**src/rtl/fetch_pc_unit.sv**
```systemverilog
// fetch_pc_unit: program counter plus req/ack instruction fetch into a single-entry decode buffer
module fetch_pc_unit #(
    parameter int              WIDTH    = 16,
    parameter logic [WIDTH-1:0] RESET_PC = '0,
    parameter int              PC_STEP  = 2
) (
    input  logic             clk,
    input  logic             reset,
    input  logic [WIDTH-1:0] next_pc_in,
    input  logic             redirect,
    output logic [WIDTH-1:0] pc_plus,
    output logic [WIDTH-1:0] imem_addr,
    output logic             imem_req,
    input  logic             imem_ack,
    input  logic [WIDTH-1:0] imem_rdata,
    output logic [WIDTH-1:0] instr,
    output logic [WIDTH-1:0] instr_pc,
    output logic             instr_valid,
    input  logic             instr_ready
);
    typedef enum logic [1:0] {IDLE, REQ, FLUSH, HOLD} state_t;
    state_t           state;
    logic [WIDTH-1:0] pc;
    logic [WIDTH-1:0] pending_pc;
    logic             redirect_pending;
    assign pc_plus   = pc + WIDTH'(PC_STEP);
    assign imem_addr = pc;
    always_ff @(posedge clk or posedge reset) begin
        if (reset) begin
            state            <= IDLE;
            pc               <= RESET_PC;
            pending_pc       <= RESET_PC;
            redirect_pending <= 1'b0;
            imem_req         <= 1'b0;
            instr            <= '0;
            instr_pc         <= '0;
            instr_valid      <= 1'b0;
        end else begin
            case (state)
                IDLE: begin
                    if (redirect) pc <= next_pc_in;
                    imem_req <= 1'b1;
                    state    <= REQ;
                end
                REQ: begin
                    if (imem_ack && redirect) begin
                        pc <= next_pc_in;
                    end else if (imem_ack) begin
                        instr       <= imem_rdata;
                        instr_pc    <= pc;
                        instr_valid <= 1'b1;
                        pc          <= pc_plus;
                        imem_req    <= 1'b0;
                        state       <= HOLD;
                    end else if (redirect) begin
                        pending_pc       <= next_pc_in;
                        redirect_pending <= 1'b1;
                        state            <= FLUSH;
                    end
                end
                FLUSH: begin
                    // the outstanding request must complete before the new address goes out
                    if (imem_ack) begin
                        if (redirect) pc <= next_pc_in;
                        else if (redirect_pending) pc <= pending_pc;
                        redirect_pending <= 1'b0;
                        state            <= REQ;
                    end else if (redirect) begin
                        pending_pc <= next_pc_in;
                    end
                end
                HOLD: begin
                    if (redirect || instr_ready) begin
                        if (redirect) pc <= next_pc_in;
                        instr_valid <= 1'b0;
                        imem_req    <= 1'b1;
                        state       <= REQ;
                    end
                end
                default: state <= IDLE;
            endcase
        end
    end
endmodule
```
**config.mk**
```make
export PLATFORM = sky130hd
export DESIGN_NAME = fetch_pc_unit
export DESIGN_NICKNAME = d
export VERILOG_FILES = /design/src/rtl/fetch_pc_unit.sv
export SDC_FILE = /design/constraint.sdc
export NUM_CORES = 1
export LEC_CHECK = 0
export CORE_ASPECT_RATIO = 1.25
export CORE_UTILIZATION = 45
export CTS_BUF_LIST = sky130_fd_sc_hd__clkbuf_2 sky130_fd_sc_hd__clkbuf_4 sky130_fd_sc_hd__clkbuf_8
export DETAILED_ROUTE_END_ITERATION = 8
export DONT_BUFFER_PORTS = 1
export PLACE_DENSITY_LB_ADDON = 0.25
export SYNTH_ARGS = -nofsm -noshare
export SYNTH_HDL_FRONTEND = slang
export SYNTH_SLANG_ARGS = --single-unit
```
**constraint.sdc**
```tcl
create_clock -name clk -period 4.9 [get_ports clk]
set_input_delay 1.47 -clock clk [delete_from_list [all_inputs] [get_ports clk]]
set_output_delay 1.47 -clock clk [all_outputs]
set_load 0.005 [all_outputs]
```
==> reports/qor.tcl <==
set qor(run_status) {finished clean}
set qor(grt_setup_unrepaired) {no}
set qor(finish.cell_count_without_fillers) 412
set qor(initial_antenna_violation_count) 0
set qor(via_count) 2473
set qor(gp_routability_congestion) 0.756
set qor(grt_max_degree) 45
set qor(worst_slew_pin_slew_ns) 0.882
set qor(first_global_vias) 2388
set qor(largest_family_of_logic_cells_by_synthesized_area) {multiplexers}
set qor(postRouteAntennaNets) 0
set qor(post_synth_instance_area_um2) 3660
set qor(detailedPlacementHpwl_um) 5750
set qor(final.setup.tns_ns) 0
set qor(drt-total-wl_um) 8030
set qor(clock_tree.htree_level_count) 3
set qor(postSynthAreaPerCell_um2) 11.5
set qor(overflow) 0
set qor(cts_tree) {yes}
set qor(vias_per_cell) 6.00
set qor(power.internal_w) 0.00173
set qor(clock-root-buffer) {sky130_fd_sc_hd__clkbuf_8}
set qor(num_io_pins) 103
set qor(share_of_post_route_cells_with_drive_strength_above_1_pct) 29.0
set qor(grt_pass1_wl_um) 12300
set qor(critPathKind) {flop to output pin}
set qor(yosys.area_share.simple_pct) 11.4
set qor(synthAdderAreaFrac_pct) 2.05
set qor(post-cts-setup-buffer-count) 0
set qor(die_w_um) 82.6
set qor(number_of_warnings_printed_during_yosys_synthesis) 0
set qor(finalCoreUtilization_pct) 49.9
set qor(remaining_drc_errors) 0
set qor(clock_latency_on_the_worst_skew_pair_ns) 0.34
set qor(drtIter0Drc) 91
set qor(gr-usage-all-layers_pct) 19.7
set qor(max-cap-violations) 0
set qor(initial_utilization_pct) 46.7
set qor(synth_cell_types) 51
set qor(post_synth_main_area_contributors) {sky130_fd_sc_hd__dfrtp_1, sky130_fd_sc_hd__mux2_2, sky130_fd_sc_hd__nor2_1}
set qor(synth_top_area_share_pct) 47.2
set qor(synth-edff-count) 0
set qor(synth-compound-area-share_pct) 14.8
set qor(power.static_leakage_nw) 1.65
set qor(critPathCaptureType) {output pin}
set qor(timing_max_transition_violations_final) 0
set qor(cts_hold_buffers) 0
set qor(most_frequent_standard_cell_in_the_layout_excluding_fill_and_tap_cells) {sky130_fd_sc_hd__dfrtp_1}
set qor(die_h_um) 103
set qor(ys_dominant_reg_cell) {sky130_fd_sc_hd__dfrtp_1}
set qor(synth_fp_nets) 360
set qor(cts_resized) 0
set qor(final_period_minus_worst_setup_slack_ns) 3.37
set qor(count_of_port_buffers_added_during_placement) 0
set qor(design.die.area_um2) 8500
set qor(p_per_area_nw_per_um2) 726
set qor(first_pass_iters) 6
set qor(fin_crit_sh_pct) 68.8
set qor(cp.arrival_ns) 1.90
set qor(timing.critical_path.from_type) {flop}
set qor(clock_transition_at_the_registers_of_the_reported_paths_ns) 0.07
set qor(cts_sinks) 69
set qor(crit_path_max_fanout) 8
set qor(setup_viol_count_final) 0
set qor(syn-instance-count) 317
set qor(yosys.area_share.xor_xnor_pct) 3.11
set qor(worst-endpoint-required_ns) 3.43
set qor(synth_seq_cells) 69
set qor(core_area_um2) 7840
set qor(highest_clock_rate_ghz) 0.297
set qor(switching_pwr_w) 0.00111
set qor(synth_top_area_cell) {sky130_fd_sc_hd__dfrtp_1}
set qor(areaGrowthSynthToFinish_pct) 6.81
set qor(muxShareOfSynthArea_pct) 16.5
set qor(synthArstFlopShare_pct) 100
set qor(post_drt_wl_per_cell_um) 19.5
set qor(cts_buffer_depth) 2
set qor(seq_power_share_pct) 41.5
set qor(peakVddDrop_mv) 0.340
set qor(nFillCells) 721
set qor(report.final.hold_viol_count) 0
set qor(setup_skew_ns) 0.00984
set qor(p_comb_share_pct) 38.4
set qor(final_net_count) 355
set qor(placement_rows) 36
set qor(hp-class) {flop to flop}
set qor(clk_pwr_share_pct) 20.1
set qor(dpl.cell_count) 396
set qor(max_slew_margin_pct) 39.7
set qor(ys_seq_area_share_pct) 47.2
set qor(cts_buffers) 9
set qor(antenna_cells) 0
set qor(most-common-layout-cells) {sky130_fd_sc_hd__dfrtp_1, sky130_fd_sc_hd__mux2_2, sky130_fd_sc_hd__nor2_1}
set qor(power.share.switching_pct) 39.0
[stage by stage]
stage / area, µm² / power [W] / worst slack [ns] / hold WS [ns]
after detailed placement: 3650 / 0.00228 / 1.90 / 0.494
after global placement: 3650 / 0.00225 / 1.92 / 0.485
after floorplan: 3660 / 0.00206 / 1.69 / 0.473
after global routing: 3910 / 0.00305 / 1.40 / 0.525
final: 3910 / 0.00284 / 1.53 / 0.507
after CTS: 3910 / 0.00286 / 1.53 / 0.511
[cells by family (layout without fill, tap and decap cells)]
family	count (synthesis)	in the layout
AND/OR/NAND/NOR	80	80
AO/OA/AOI/OAI	67	67
buffers and inverters	28	28
adder cells (fa/ha/maj)	6	6
flip-flops	69	69
multiplexers	54	54
XOR/XNOR	13	13
[Yosys cell counts (2+ instances only)]
cell and n:
sky130_fd_sc_hd__a211o_1 2, sky130_fd_sc_hd__a211oi_2 2, sky130_fd_sc_hd__a21o_1 3, sky130_fd_sc_hd__a21oi_1 11, sky130_fd_sc_hd__a221oi_1 3, sky130_fd_sc_hd__a221oi_2 5
sky130_fd_sc_hd__a222oi_1 5, sky130_fd_sc_hd__a22o_1 6, sky130_fd_sc_hd__a22oi_1 2, sky130_fd_sc_hd__a31oi_1 2, sky130_fd_sc_hd__and3_1 2, sky130_fd_sc_hd__and3_2 2
sky130_fd_sc_hd__buf_2 7, sky130_fd_sc_hd__buf_4 2, sky130_fd_sc_hd__buf_6 5, sky130_fd_sc_hd__clkbuf_1 3, sky130_fd_sc_hd__clkbuf_8 2, sky130_fd_sc_hd__dfrtp_1 69
sky130_fd_sc_hd__ha_1 6, sky130_fd_sc_hd__inv_1 9, sky130_fd_sc_hd__mux2_2 51, sky130_fd_sc_hd__mux2i_1 3, sky130_fd_sc_hd__nand2_1 16, sky130_fd_sc_hd__nand2b_1 3
sky130_fd_sc_hd__nand3_1 9, sky130_fd_sc_hd__nand4_1 2, sky130_fd_sc_hd__nor2_1 31, sky130_fd_sc_hd__nor3_1 5, sky130_fd_sc_hd__o21ai_0 13, sky130_fd_sc_hd__o22a_1 2
sky130_fd_sc_hd__o22ai_2 3, sky130_fd_sc_hd__xnor2_1 3, sky130_fd_sc_hd__xor2_1 10
[registers in the layout, indices dropped and copies added, names as in the netlist]
name              count
imem_addr            16
imem_req              1
instr                16
instr_pc             16
instr_valid           1
pending_pc           16
redirect_pending      1
state                 2
[final timing paths]
check	start	to	slack (ns)	depth (start not counted)
setup / recovery	imem_addr[2]	pc_plus[13]	1.53	4
hold / removal	pending_pc[2]	pending_pc[2]	0.51	1
setup reg to reg	state[0]	imem_addr[8]	2.24	7
hold reg to reg	pending_pc[2]	pending_pc[2]	0.51	1
max in group asynchronous	reset	pending_pc[9]	2.82	2
min in group asynchronous	reset	instr[10]	1.20	1
[per-layer routing]
layer / part of all wire [%] / global-route usage [%] / wire length (µm) / vias up
li1: - / - / - / 1147
met2: 51 / 33.7 / 4100 / 84
met3: 7.1 / 6.55 / 567 / 9
met1: 41 / 22.7 / 3260 / 1233
met5: 0 / 0 / 0 / -
met4: 1.3 / 7.03 / 104 / 0
[power groups by stage]
stage / Clock (W) / Combinational (W) / Sequential [W]
after floorplan: 0 / 0.000973 / 0.00109
after global placement: 0 / 0.00106 / 0.00118
after detailed placement: 0 / 0.00109 / 0.00120
after CTS: 0.000587 / 0.00109 / 0.00118
after global routing: 0.000609 / 0.00120 / 0.00124
final: 0.000571 / 0.00109 / 0.00118
[worst max-delay path, stage by stage (launching register included)]
cell	delay (ns)
sky130_fd_sc_hd__dfrtp_1	0.56
sky130_fd_sc_hd__ha_1	0.32
sky130_fd_sc_hd__nand3_1	0.14
sky130_fd_sc_hd__nor3_1	0.23
sky130_fd_sc_hd__xor2_1	0.31
[area by class of cell]
type	count	area [µm²]	share of cell area [%]
flip-flops and latches	69	1730	44.2
clock buffers	11	145	3.71
well taps	95	119	3.04
inverters	9	33.8	0.865
repair buffers	3	22.5	0.576
clock inverters	5	108	2.75
multi-input cells	220	1750	44.9
Power figures use the tool's default switching activity.
